### src/rtl/vga_sync_decoder.sv
// Recovers pixel/line coordinates and lock status from CRT-style active-low hsync/vsync,
// measuring line and frame totals on pixel-enable ticks.
//
// state     | meaning
// S_SEARCH  | waiting for a vsync falling edge to start measuring
// S_MEASURE | first frame: capture reference line length and frame height
// S_CHECK   | confirm the frame height repeats before declaring lock
// S_LOCKED  | timing stable; any line/frame mismatch drops back to SEARCH
module vga_sync_decoder #(
   parameter int ResolutionSize = 10
) (
   input  logic                      Clock,
   input  logic                      Reset,
   input  logic                      PixelClock,
   input  logic                      hsync,
   input  logic                      vsync,
   input  logic [ResolutionSize-1:0] hStart,
   input  logic [ResolutionSize-1:0] vStart,
   input  logic [ResolutionSize-1:0] Xresolution,
   input  logic [ResolutionSize-1:0] Yresolution,
   output logic [ResolutionSize-1:0] xpos,
   output logic [ResolutionSize-1:0] ypos,
   output logic                      ActiveVideo,
   output logic                      Locked,
   output logic                      LineStart,
   output logic                      FrameStart,
   output logic [ResolutionSize-1:0] HTotal,
   output logic [ResolutionSize-1:0] VTotal,
   output logic                      SyncError
);

   localparam int N = ResolutionSize;
   localparam logic [N-1:0] CNT_MAX = '1;
   localparam logic [N-1:0] ONE     = {{(N-1){1'b0}}, 1'b1};

   localparam logic [1:0] S_SEARCH  = 2'd0;
   localparam logic [1:0] S_MEASURE = 2'd1;
   localparam logic [1:0] S_CHECK   = 2'd2;
   localparam logic [1:0] S_LOCKED  = 2'd3;

   logic [1:0]   state;
   logic [1:0]   state_nxt;
   logic         hs_q;
   logic         vs_q;
   logic [N-1:0] hcount;
   logic [N-1:0] vcount;
   logic [N-1:0] ref_h;
   logic [N-1:0] ref_v;
   logic         have_ref;
   logic         store_ref_h;
   logic         store_ref_v;
   logic         h_bad;
   logic         h_edge;
   logic         v_edge;
   logic         h_sat_hit;
   logic         sync_err_nxt;
   logic [N-1:0] h_total_new;
   logic [N-1:0] v_total_new;
   logic [N:0]   h_end;
   logic [N:0]   v_end;
   logic         in_h;
   logic         in_v;
   logic         win;

   assign h_edge      = PixelClock & hs_q & ~hsync;
   assign v_edge      = PixelClock & vs_q & ~vsync;
   assign h_total_new = hcount + ONE;
   assign v_total_new = vcount + ONE;
   // Fires once, on the tick where the free-running line counter pins at its maximum.
   assign h_sat_hit   = PixelClock & ~h_edge & (hcount == (CNT_MAX - ONE));

   assign Locked = (state == S_LOCKED);

   always_comb begin
      state_nxt   = state;
      store_ref_h = 1'b0;
      store_ref_v = 1'b0;
      h_bad       = h_edge && (h_total_new != ref_h);
      case (state)
         S_SEARCH: begin
            if (v_edge) state_nxt = S_MEASURE;
         end
         S_MEASURE: begin
            if (have_ref && h_bad) begin
               state_nxt = S_SEARCH;
            end else begin
               if (h_edge && !have_ref) store_ref_h = 1'b1;
               if (v_edge) begin
                  store_ref_v = 1'b1;
                  state_nxt   = S_CHECK;
               end
            end
         end
         S_CHECK: begin
            if (h_bad) begin
               state_nxt = S_SEARCH;
            end else if (v_edge) begin
               if (v_total_new == ref_v) state_nxt = S_LOCKED;
               else                      store_ref_v = 1'b1;
            end
         end
         default: begin
            if (h_bad || (v_edge && (v_total_new != ref_v))) state_nxt = S_SEARCH;
         end
      endcase
      if (h_sat_hit) state_nxt = S_SEARCH;
   end

   assign sync_err_nxt = (state == S_LOCKED) && (state_nxt == S_SEARCH);

   // Window bounds carry an extra bit so start+size never wraps back into range.
   assign h_end = {1'b0, hStart} + {1'b0, Xresolution};
   assign v_end = {1'b0, vStart} + {1'b0, Yresolution};
   assign in_h  = (hcount >= hStart) && ({1'b0, hcount} < h_end);
   assign in_v  = (vcount >= vStart) && ({1'b0, vcount} < v_end);
   assign win   = in_h && in_v && (state == S_LOCKED);

   always_ff @(posedge Clock) begin
      if (Reset) begin
         state       <= S_SEARCH;
         hs_q        <= 1'b1;
         vs_q        <= 1'b1;
         hcount      <= '0;
         vcount      <= '0;
         ref_h       <= '0;
         ref_v       <= '0;
         have_ref    <= 1'b0;
         HTotal      <= '0;
         VTotal      <= '0;
         xpos        <= '0;
         ypos        <= '0;
         ActiveVideo <= 1'b0;
         LineStart   <= 1'b0;
         FrameStart  <= 1'b0;
         SyncError   <= 1'b0;
      end else begin
         if (PixelClock) begin
            hs_q <= hsync;
            vs_q <= vsync;
            if (h_edge) begin
               HTotal <= h_total_new;
               hcount <= '0;
            end else if (hcount != CNT_MAX) begin
               hcount <= h_total_new;
            end
            if (v_edge) begin
               VTotal <= v_total_new;
               vcount <= '0;
            end else if (h_edge && (vcount != CNT_MAX)) begin
               vcount <= v_total_new;
            end
         end
         state <= state_nxt;
         if (store_ref_h) ref_h <= h_total_new;
         if (store_ref_v) ref_v <= v_total_new;
         if (state == S_SEARCH) have_ref <= 1'b0;
         else if (store_ref_h)  have_ref <= 1'b1;
         SyncError   <= sync_err_nxt;
         LineStart   <= h_edge;
         FrameStart  <= v_edge;
         ActiveVideo <= win;
         xpos        <= win ? (hcount - hStart) : '0;
         ypos        <= win ? (vcount - vStart) : '0;
      end
   end

endmodule

### config.mk
export PLATFORM = sky130hd
export DESIGN_NAME = vga_sync_decoder
export DESIGN_NICKNAME = d
export VERILOG_FILES = /design/src/rtl/vga_sync_decoder.sv
export SDC_FILE = /design/constraint.sdc
export NUM_CORES = 1
export LEC_CHECK = 0
export BUFFER_PORTS_ARGS = -buffer_cell sky130_fd_sc_hd__buf_2
export CORE_MARGIN = 2
export CORE_UTILIZATION = 39
export DETAILED_ROUTE_END_ITERATION = 10
export SLEW_MARGIN = 20
export SYNTH_ARGS = -nofsm -noshare
export SYNTH_HDL_FRONTEND = slang
export SYNTH_SLANG_ARGS = --single-unit
### constraint.sdc
create_clock -name Clock -period 11.01 [get_ports Clock]
set_clock_uncertainty 0.05 [all_clocks]
set_input_delay 1.101 -clock Clock [delete_from_list [all_inputs] [get_ports Clock]]
set_output_delay 1.101 -clock Clock [all_outputs]
set_load 0.01 [all_outputs]
==> results.md <==
- Status: finished, final reports clean
- Crit path capture type: register
- Fin cells: slightly above 1000
- Initial Util: 0.395
- Final critical-path share of the clock period: 0.446
- Pin count of the biggest net entering global routing: between 60 and 70
- Commonest non-fill, non-tap cells in the layout: dfxtp_1, buf_2, nor2_1
- Routability cong.: 0.830
- Post-Synthesis Cells: around 740
- All-Layer GR Usage: 0.180
- Final setup fails: 0
- Startpoint Class: primary input
- Ys async rst share: 0
- RSZ-0062 raised after global routing: no
- Sequential fraction of the synthesis area: 0.286
- Postcts setup bufs: 0
- Critical path type: primary input to register
- Mapped Nets: 852
- Core area: 15800 µm²
- # hold bufs at CTS: 0
- Crit. Startpoint: hStart[0]
- DIE WIDTH: 130 µm
- Min-Delay Startpoint: VTotal[1]$_SDFFE_PP0P_
- Slew margin rel.: 0.325
- Avg WL per Cell: approximately 14 µm
- Post-synth EDFFs: 0
- NumNets Final: 916
- Slew @ Worst Pin: slightly above 1 ns
- R2R Path Start: hcount[0]$_SDFFE_PP0P_
- Synth Warn #: 0
- Required @ worst endpoint: 11.20 ns
- R2R depth: 11
- Hold Vio Cnt, Final: 0
- Flop2flop setup slack: 7.43 ns
- DRC Markers: 0
- Pleak: between 3 and 4 nW
- DRT iter0 DRCs: between 150 and 200
- Final ANT Viol Nets: 0
- TritonCTS Buffers: 9
- Crit path arrival time: 5.09 ns
- PostCTS Resize Cnt: 0
- Diodes inserted: 0
- Clk_lat worst skew: 0.35 ns
- Layout cells sized above 1: 0.161
- Most used DFF post-synth: dfxtp_1
- Crit path to: xpos[8]$_SDFF_PP0_
- P&R area growth vs syn: 13.4%
- Syn_area_per_cell: ~8.4 µm²
- CTS max path bufs: 2
- Die area: ~17000 µm²
- Post-Syn Area: 6230 µm²
- Post-Route WL: 14.6 mm
- Pins over their slew limit: 0
- CTS root buf: clkbuf_16
- Via-per-instance ratio: 5.19
- Detail Placement HPWL: between 10 and 15 mm
- CTS sink cnt: 89
- Setup TNS: 0 ns
- Inst Count DP: 1007
- 1st-pass router iterations: 4
- CTS H-Tree Depth: 3
- Vias: 5305
- Min cycle time layout: 4.91 ns
- Max Fclk: 204 MHz
- CTS tree: yes
- Top Ports: 90
- Row count: 46
- I/O Buffers: 89
- CP max FO: 11
- First-pass GRT wire length: approximately 24 mm
- Core Util, Final: 0.448
- Worst IR Drop VDD: 0.0793 mV
- Height of the chip: about 130 µm
- Yosys cell types: 73
- Remaining global-route overflow: 0
- PwrDens: 108 nW/µm²
- Max cap viols: 0
- Synthesis-stage register bit count: 89
- HP Class: register to register
- CTS clk-pin slew, worst paths: 0.06 ns
- Initial antenna violation count: 0
- Number of global-route vias before repair: 4938
- R2R Path End: ypos[8]$_SDFF_PP0_
-- synthesized netlist by cell type (8+ instances only) --
cell type / n / area share
buf_2: 11 / 0.0088
a211oi_1: 29 / 0.035
nor4_1: 14 / 0.014
nor3_1: 25 / 0.020
a21oi_1: 53 / 0.043
ha_1: 65 / 0.13
nor2_1: 74 / 0.045
a21o_1: 18 / 0.022
nand2_1: 42 / 0.025
xor2_1: 22 / 0.031
o21bai_1: 10 / 0.012
o21ai_0: 23 / 0.018
clkbuf_1: 20 / 0.012
xnor2_1: 34 / 0.048
nor2b_1: 11 / 0.011
a311oi_1: 8 / 0.011
o21a_1: 8 / 0.0096
dfxtp_1: 89 / 0.29
inv_1: 52 / 0.031
nand3_1: 15 / 0.012
-- how the worst min path moves through the flow --
stage | end | slack [ns] | depth (start not counted)
2_1_floorplan | ref_h[5]$_SDFFE_PP0P_ | 0.43 | 2
3_3_place_gp | VTotal[1]$_SDFFE_PP0P_ | 0.39 | 2
3_5_place_dp | VTotal[1]$_SDFFE_PP0P_ | 0.40 | 2
4_1_cts | VTotal[1]$_SDFFE_PP0P_ | 0.41 | 2
5_1_grt | VTotal[1]$_SDFFE_PP0P_ | 0.42 | 2
6_report | VTotal[1]$_SDFFE_PP0P_ | 0.40 | 2
-- registers in the layout, summed over array words and instances, names as in the netlist, 2 cells and up --
name	flops
xpos	10
hcount	10
HTotal	10
ref_v	10
VTotal	10
ypos	10
state	2
ref_h	10
vcount	10
-- worst max-delay path, stage by stage --
cell and delay, ns:
buf_2 0.11, ha_1 0.22, fa_1 0.41, a21o_1 0.18, a21oi_1 0.21, o21bai_1 0.09
a21oi_1 0.31, o21bai_1 0.10, a21oi_1 0.19, xor2_1 0.18, ha_1 0.25, o21a_1 0.10
o21a_1 0.15, o21ai_0 0.27, nor3_1 0.08, o21a_1 0.11, nor3_1 0.17, o2bb2ai_1 0.26
buf_4 0.28, nor4b_1 0.31
-- cell families after synthesis --
kind of cell | Yosys count | synth area share
fa+ha+maj | 69 | 0.143
mux | 1 | 0.00181
xor+xnor | 61 | 0.0967
buf+inv | 91 | 0.0608
flops | 89 | 0.286
compound gates | 194 | 0.218
simple gates | 233 | 0.194
-- power by group --
| group | internal (mW) | leakage, nW | switching [mW] |
|---|---|---|---|
| Sequential | 0.330 | 0.721 | 0.00666 |
| Clock | 0.153 | 0.125 | 0.133 |
| Combinational | 0.0617 | 2.24 | 0.0795 |
| Total | 0.545 | 3.08 | 0.220 |
-- per-layer routing --
metal	wire length, µm	vias up	global-route usage
met5	0	-	0
met4	229	0	0.0645
met3	420	19	0.0265
met2	6930	85	0.303
met1	7060	2431	0.237
li1	-	2770	-
-- through the flow --
step / instance area [µm²] / power [mW] / hold WS (ns) / setup slack, ns
6_report: 7070 / 0.765 / 0.405 / 6.10
5_1_grt: 7070 / 0.808 / 0.423 / 5.66
4_1_cts: 7070 / 0.775 / 0.408 / 6.14
3_5_place_dp: 6790 / 0.486 / 0.397 / 5.77
3_3_place_gp: 6790 / 0.486 / 0.394 / 5.92
2_1_floorplan: 6230 / 0.447 / 0.429 / 6.50
-- layout make-up --
type	count	area (µm²)
clock buffer	10	229
clock inverter	6	45.0
fill	1668	8700
inverter	52	195
multi-input combinational	558	4080
sequential	89	1780
tap	216	270
timing repair buffer	92	468
(Power assumes the default switching activity.)
